**config.mk**
```make
export PLATFORM = sky130hd
export DESIGN_NAME = pipe_stage_reg
export DESIGN_NICKNAME = d
export VERILOG_FILES = /design/src/rtl/pipe_pkg.sv /design/src/rtl/pipe_stage_reg_sat_counter.sv /design/src/rtl/pipe_stage_reg.sv
export SDC_FILE = /design/constraint.sdc
export NUM_CORES = 1
export LEC_CHECK = 0
export ABC_AREA = 1
export CAP_MARGIN = 40
export CELL_PAD_IN_SITES_DETAIL_PLACEMENT = 2
export CELL_PAD_IN_SITES_GLOBAL_PLACEMENT = 2
export CORE_MARGIN = 2
export CORE_UTILIZATION = 22
export DETAILED_ROUTE_END_ITERATION = 6
export GPL_TIMING_DRIVEN = 0
export HOLD_SLACK_MARGIN = 0.15
export PLACE_DENSITY = 0.82
export SLEW_MARGIN = 20
export SYNTH_ARGS = -nofsm -noshare
export SYNTH_HDL_FRONTEND = slang
export SYNTH_SLANG_ARGS = --single-unit
```
**constraint.sdc**
```tcl
create_clock -name clk -period 3.5 [get_ports clk]
set_clock_uncertainty 0.2 [all_clocks]
set_input_delay 0.525 -clock clk [delete_from_list [all_inputs] [get_ports clk]]
set_output_delay 0.525 -clock clk [all_outputs]
set_load 0.05 [all_outputs]
```
**src/rtl/pipe_pkg.sv**
```systemverilog
// ============================================================================
// pipe_pkg : shared control-bundle layout and defaults for pipeline stage regs
// Revision : 1.0
// ============================================================================
`default_nettype none

package pipe_pkg;

   localparam int PERF_W = 32;

   // Control bundle layout (LSB first); load flag sits in bit 0 so a single
   // pass-mask bit lets it clear while the stage is held.
   localparam int CTRL_W_DEF      = 8;
   localparam int CTRL_LOAD_BIT   = 0;
   localparam int CTRL_RFWE_BIT   = 1;
   localparam int CTRL_DMWE_BIT   = 2;
   localparam int CTRL_WDSEL_LSB  = 3;
   localparam int CTRL_WDSEL_W    = 2;
   localparam int CTRL_ALUOP_LSB  = 5;
   localparam int CTRL_ALUOP_W    = 3;

   localparam logic [CTRL_W_DEF-1:0] DEF_BUBBLE_CTRL = 8'h00;

   typedef struct packed {
      logic [CTRL_ALUOP_W-1:0] alu_op;
      logic [CTRL_WDSEL_W-1:0] wd_sel;
      logic                    dm_we;
      logic                    rf_we;
      logic                    load;
   } ctrl_t;

endpackage

`default_nettype wire

```
**src/rtl/pipe_stage_reg_sat_counter.sv**
```systemverilog
// ============================================================================
// sat_counter : W-bit up counter with synchronous clear, saturates at all-ones
// Revision    : 1.0
// ============================================================================
`default_nettype none

module sat_counter #(
   parameter int W = 4
) (
   input  logic         clk,
   input  logic         rst_n,
   input  logic         inc,
   input  logic         clr,
   output logic [W-1:0] cnt
);

   always_ff @(posedge clk or negedge rst_n) begin
      if (!rst_n) begin
         cnt <= '0;
      end else if (clr) begin
         cnt <= '0;
      end else if (inc && (cnt != {W{1'b1}})) begin
         cnt <= cnt + 1'b1;
      end
   end

endmodule

`default_nettype wire

```
**src/rtl/pipe_stage_reg.sv**
```systemverilog
// ============================================================================
// pipe_stage_reg : pipeline stage latch with stall, flush, ctrl pass-through
//                  and stall-run tracking. Perf counters: PIPE_STAGE_PERF_EN.
// Revision       : 1.0
// ============================================================================
`default_nettype none

module pipe_stage_reg
   import pipe_pkg::*;
#(
   parameter int                  DATA_W      = 128,
   parameter int                  CTRL_W      = 8,
   parameter logic [CTRL_W-1:0]   BUBBLE_CTRL = CTRL_W'(DEF_BUBBLE_CTRL),
   parameter logic [CTRL_W-1:0]   PASS_MASK   = '0,
   parameter int                  RUN_W       = 4,
   parameter int                  MAX_STALL   = 15
) (
   input  logic              clk,
   input  logic              rst_n,
   input  logic              stall_i,
   input  logic              flush_i,
   input  logic              in_valid_i,
   input  logic [CTRL_W-1:0] in_ctrl_i,
   input  logic [DATA_W-1:0] in_data_i,
   output logic              out_valid_o,
   output logic [CTRL_W-1:0] out_ctrl_o,
   output logic [DATA_W-1:0] out_data_o,
   output logic              stalled_o,
   output logic [RUN_W-1:0]  stall_run_o,
   output logic              stall_timeout_o,
   output logic [PERF_W-1:0] perf_stall_o,
   output logic [PERF_W-1:0] perf_flush_o
);

   logic             hold;
   logic [RUN_W-1:0] next_run;
   logic             timeout_d;

   // flush overrides stall, so a flushed cycle never counts as a hold
   assign hold     = stall_i && !flush_i;
   assign next_run = !hold                       ? '0 :
                     (stall_run_o == {RUN_W{1'b1}}) ? stall_run_o :
                                                     stall_run_o + 1'b1;
   assign timeout_d = (next_run == RUN_W'(MAX_STALL)) ||
                      (hold && (stall_run_o >= RUN_W'(MAX_STALL)));

   always_ff @(posedge clk or negedge rst_n) begin
      if (!rst_n) begin
         out_valid_o     <= 1'b0;
         out_ctrl_o      <= BUBBLE_CTRL;
         out_data_o      <= '0;
         stalled_o       <= 1'b0;
         stall_timeout_o <= 1'b0;
      end else if (flush_i) begin
         out_valid_o     <= 1'b0;
         out_ctrl_o      <= BUBBLE_CTRL;
         stalled_o       <= 1'b0;
         stall_timeout_o <= 1'b0;
      end else if (stall_i) begin
         out_ctrl_o      <= (PASS_MASK & in_ctrl_i) | (~PASS_MASK & out_ctrl_o);
         stalled_o       <= 1'b1;
         stall_timeout_o <= timeout_d;
      end else begin
         out_valid_o     <= in_valid_i;
         out_ctrl_o      <= in_ctrl_i;
         out_data_o      <= in_data_i;
         stalled_o       <= 1'b0;
         stall_timeout_o <= 1'b0;
      end
   end

   sat_counter #(.W(RUN_W)) u_stall_run (
      .clk   (clk),
      .rst_n (rst_n),
      .inc   (hold),
      .clr   (!hold),
      .cnt   (stall_run_o)
   );

`ifdef PIPE_STAGE_PERF_EN
   generate
      if (1) begin : g_perf
         sat_counter #(.W(PERF_W)) u_perf_stall (
            .clk   (clk),
            .rst_n (rst_n),
            .inc   (hold),
            .clr   (1'b0),
            .cnt   (perf_stall_o)
         );
         sat_counter #(.W(PERF_W)) u_perf_flush (
            .clk   (clk),
            .rst_n (rst_n),
            .inc   (flush_i),
            .clr   (1'b0),
            .cnt   (perf_flush_o)
         );
      end
   endgenerate
`else
   assign perf_stall_o = '0;
   assign perf_flush_o = '0;
`endif

endmodule

`default_nettype wire

```
# ---- Yosys cells after proc, flatten, opt, wreduce, memory -nomap -nowiden
# Index checks and enable logic that the tools add are counted.
dict set report totals {
  word_cells 33
  ff_bits 143
  out_inout_bits 207
  inputBits 141
}
dict set report classes {
  addsub 1
  mux 12
  n_bitwise 2
  n_lt_le_gt_ge 1
  reduce_logical 6
  eq_ne 5
}
# operator n
set ops {}
lappend ops {{$mux 4} 4}
lappend ops {{$mux 8} 2}
lappend ops {{$eq 4x4->1 const B} 2}
lappend ops {{$mux 1} 6}
lappend ops {{$add 4x1->4 const B} 1}
lappend ops {{$ge 4x4->1 const B} 1}
lappend ops {{$ne 2x1->1 const B} 2}
lappend ops {{$ne 4x4->1 const B} 1}
lappend ops {{$logic_and 1x1->1} 3}
lappend ops {{$not 1->1} 2}
lappend ops {{$reduce_and 2->1} 1}
lappend ops {{$logic_not 1->1} 1}
lappend ops {{$logic_or 1x1->1} 1}

# ---- Depth between registers and ports, before layout
dict set report depth {
  ltp_word 7
  ltp_mapped 7
}

# ---- By module
# From an unflattened synthesis, not the netlist that was laid out.
dict set report hier_totals {
  hier_cells 700
  hier_area_um2 6246.0
}
# mod cells_each n_inst area_each_um2
set modules_own_cells {}
lappend modules_own_cells {pipe_stage_reg 671 1 6023.3}
lappend modules_own_cells {sat_counter 29 1 222.7}

# ---- Least setup slack after synthesis
# OpenSTA, ideal clock, no wires.
dict set report synth_path {
  kind {register to register}
  from {register u_stall_run.cnt[0]}
  to {register stall_timeout_o}
  t_required_ns 3.235
  arrival_time_ns 1.397
  stages_incl_launch_ff 8
  setup_slack_ns 1.837
  synth_period_minus_slack_ns 1.663
  cell_sequence {dfrtp_1 ha_1 nand2_1 nor2_1 nand3_1 nand2_1 nand3_1 nand2_1}
}
dict set report synth_between {
  elab_chain_cells 7
  elab_cells_between_ends 10
  cone_classes {add/sub (1); order compare (1); eq/ne (2); mux (4); reduce/logical (2)}
}
# item line_no
set synth_rtl {}
lappend synth_rtl {{start: declaration} pipe_stage_reg_sat_counter.sv:14} ;# output logic [W-1:0] cnt
lappend synth_rtl {{start signal: assignment} pipe_stage_reg_sat_counter.sv:23} ;# cnt <= cnt + 1'b1;
lappend synth_rtl {{$add 4x1->4 / $eq 4x4->1 (equally long branches)} {pipe_stage_reg.sv:43, pipe_stage_reg.sv:42}}
lappend synth_rtl {{$mux 4} pipe_stage_reg.sv:42} ;# (stall_run_o == {RUN_W{1'b1}}) ? stall_run_o :
lappend synth_rtl {{$mux 4} pipe_stage_reg.sv:41} ;# assign next_run = !hold ? '0 :
lappend synth_rtl {{$eq 4x4->1} pipe_stage_reg.sv:44} ;# assign timeout_d = (next_run == RUN_W'(MAX_STALL)) ||
lappend synth_rtl {{$logic_or 1x1->1 *} pipe_stage_reg.sv:44}
lappend synth_rtl {{$mux 1 *} pipe_stage_reg.sv:59} ;# end else if (stall_i) begin
lappend synth_rtl {{$mux 1 *} pipe_stage_reg.sv:54} ;# end else if (flush_i) begin
lappend synth_rtl {{end signal: assignment} pipe_stage_reg.sv:62} ;# stall_timeout_o <= timeout_d;
lappend synth_rtl {{end: declaration} pipe_stage_reg.sv:30} ;# output logic stall_timeout_o,
# Mark *: on every way between the ends. The rest lies on a longest branch, timed or not.
# A chain may end at the register's enable or synchronous reset.

# ---- Worst setup path after layout
dict set report layout_path {
  from {register u_stall_run.cnt[0]}
  to {output port stall_run_o[0]}
}
# item line_no
set layout_rtl {}
lappend layout_rtl {{end: declaration} pipe_stage_reg.sv:29} ;# output logic [RUN_W-1:0] stall_run_o,
# No word-level cell between the ends.

==> key figures <==
Status
  • Run status: complete, no violations

Worst setup path
  • Cell family with most CP delay: buffers and inverters
  • Highest-delay cell along the critical path: clkdlybuf4s50_1
  • Critical path buffer and inverter count: 1
  • Worst path depth: 1
  • Worst endpoint data arrival time: 1.72 ns
  • Sort of element at the start of the critical path: register
  • Reg2Reg Depth: 7
  • Worst path cell trace: clkdlybuf4s50_1
  • Endpoint class of the critical path: primary output
  • CP max FO: 5
  • CP Class: register to primary output
  • Required time at the worst-slack endpoint: 2.77 ns
  • Maximum single-stage delay on the critical path: 0.88 ns
  • Setup slack of the worst register-to-register path: 2.04 ns

Floorplan
  • Area of the placeable core: 26800 µm²
  • Vertical extent of the die: 169 µm
  • Area enclosed by the die boundary: 28500 µm²
  • IO Pins: 348
  • Rows: 60
  • Initial standard-cell utilization of the core: 22.3%
  • X dimension of the die: 169 µm

GRT
  • GR Overflow Total: 0
  • Global-route wire length before repair: 35000 µm
  • Number of global-route vias before repair: 6246
  • Overall Global Routing Usage: 15.9%
  • Maximum number of pins on one net before global-route repair: 90
  • Antenna violations before repair: 1

STA
  • Share of the clock period used by the worst path after layout: 69.8%
  • Total count of max-transition violations in the final report: 0
  • Setup violations, final: 0
  • Tmin final: 2.44 ns
  • Final hold viol count: 0
  • Fin Setup TNS: 0 ns
  • Fmax: 409 MHz
  • Min Hold Slack: 0.271 ns
  • Worst-Margin Slew: 0.618 ns
  • Worst path setup slack after routing: 1.06 ns
  • Setup repair after global routing missed its margin: no
  • Worst slew margin relative to its limit: 58.7%

CTS
  • Maximum buffer depth of the clock tree: 2
  • Clk_lat worst skew: 0.41 ns
  • Buffers inserted during post-CTS setup optimization: 0
  • Clock root buffer: clkbuf_16
  • Sinks on Clock Net: 143
  • Clk pin slew, worst setup/hold paths: 0.06 ns
  • Clock H-tree levels: 4
  • TritonCTS clock tree: built
  • Cells resized by post-CTS repair: 0
  • Number of buffers inserted during clock tree synthesis: 17

Route
  • Detailed-route via count: 5620
  • First-pass iteration count of the detailed router: 4
  • Remaining antenna violation count: 0
  • # DRC: 0
  • Vias per cell: 4.07
  • First-iteration detailed-routing DRC count: 196
  • Average wire per cell in the routed design: 16.2 µm
  • Final wirelength: 22400 µm

Min path
  • Worst hold path cell count: 2
  • Hold WC Path Type: register to register

Logic synthesis
  • Synth Warn #: 0
  • Number of storage elements in the synthesis netlist: 143
  • Syn avg cell area: 9.04 µm²
  • Sequential fraction of the synthesis area: 59.9%
  • Count of cell types in the netlist: 17
  • Synthesized area: 5980 µm²
  • Cells after synthesis: 661

Pwr
  • Static power due to leakage: 0.00511 µW
  • Pwr per Cell Area: 565 nW/µm²
  • VDD IR-drop max: 0.000237 V
  • Sum of internal, switching and leakage power: 5730 µW

Place
  • Dpl hpwl: 17200 µm
  • Count of buffers inserted at the top-level ports: 283
  • GPL Wtd Cong: 0.728
  • Worst slack at placement: 1.21 ns

Cells and area
  • Sequential cell area: 3580 µm²
  • Area of the multi-input gates: 1890 µm²
  • Final core utilization: 37.8%
  • Number of nets in the layout: 1170
  • Area growth from synthesis to final layout: 69.6%
  • Layout filler cell count: 2982
  • Fraction of layout cells with a size suffix above 1: 12.4%

Run
  • Maxcap violations: 0
[cell families (layout without fill, tap and decap cells)]
family / Yosys count / count (layout) / synth area share, %
AOI/OAI and AO/OA: 10 / 10 / 1.40
xor gates and xnor gates: 1 / 1 / 0.147
adders and majority gates: 1 / 1 / 0.209
buffers and inverters: 101 / 417 / 12.5
DFF: 143 / 143 / 59.9
other: 1 / 65 / 0.0627
and+or+nand+nor: 404 / 404 / 25.8
[cells in the mapped netlist]
library cell / n / share of area, %
nand2_1: 393 / 25
buf_4: 70 / 8.8
ha_1: 1 / 0.21
o21ai_0: 1 / 0.084
xor2_1: 1 / 0.15
nor2_1: 2 / 0.13
a22o_1: 9 / 1.3
inv_2: 1 / 0.063
buf_6: 12 / 2.3
buf_2: 12 / 1.0
nor3_1: 1 / 0.084
nand3b_1: 1 / 0.13
conb_1: 1 / 0.063
dfrtp_1: 143 / 60
inv_1: 6 / 0.38
nand3_1: 5 / 0.42
nor2_4: 2 / 0.38
[state kept, by name, summed over array words and instances, names as in the netlist]
signal / count
out_data_o: 128
out_ctrl_o: 8
u_stall_run.cnt: 4
out_valid_o: 1
stall_timeout_o: 1
stalled_o: 1
[layer usage]
layer / track usage, % / vias to the layer above / wire [µm] / part of all wire, %
met5: 0 / - / 0 / 0
met4: 4.39 / 0 / 320 / 1.4
met3: 5.21 / 20 / 1710 / 7.6
met2: 27.8 / 213 / 11200 / 50
met1: 18.7 / 2778 / 9100 / 41
li1: - / 2609 / - / -
[report_power, final]
part | internal, µW | switching [µW] | total (µW)
Clock | 1200 | 760 | 1960
Sequential | 1850 | 108 | 1950
Combinational | 611 | 1210 | 1820
Total | 3650 | 2070 | 5730
[area by class of cell]
class                   instances  area share, %
flip-flops and latches        143           35.3
repair buffers                285           28.4
multi-input cells             480           18.6
plain buffers                  94           7.11
clock buffers                  18           4.23
well taps                     341           4.21
clock inverters                13           1.86
inverters                       7          0.259
diodes                          1         0.0247
[layout by cell type (no fill, tap or decap), types with 2 or more instances in the layout]
master	Yosys	routed
clkbuf_16	0	17
dfrtp_1	143	143
bufinv_16	0	4
nor2_4	2	2
inv_1	6	6
nand3_1	5	5
clkdlybuf4s50_1	0	282
nand2_1	393	393
clkinv_4	0	3
buf_4	70	70
conb_1	1	64
inv_6	0	2
buf_2	12	12
nor2_1	2	2
clkinvlp_4	0	2
buf_6	12	12
a22o_1	9	9
clkinv_2	0	2
[stage by stage]
step | cells | cell area (µm²)
finish | 1382 | 10100
global route | 1382 | 10100
CTS | 1381 | 10100
detailed placement | 1349 | 9510
global placement | 1348 | 9470
floorplan | 724 | 6210
[worst paths after layout]
path                                           startpoint                        endpoint
setup / recovery           u_stall_run.cnt[0]$_DFFE_PN0P_                  stall_run_o[0]
hold / removal                 out_data_o[50]$_DFFE_PN0P_      out_data_o[50]$_DFFE_PN0P_
setup reg to reg           u_stall_run.cnt[0]$_DFFE_PN0P_       stall_timeout_o$_DFF_PN0_
hold reg to reg                out_data_o[50]$_DFFE_PN0P_      out_data_o[50]$_DFFE_PN0P_
max in group asynchronous                           rst_n  u_stall_run.cnt[1]$_DFFE_PN0P_
min in group asynchronous                           rst_n      out_data_o[72]$_DFFE_PN0P_
[repair_timing]
action / CTS / global route
hold buffers: 1 / 0
endpoints found under the setup margin: 0 / 0
hold endpoints to repair: 54 / 0
Power figures use the tool's default switching activity.
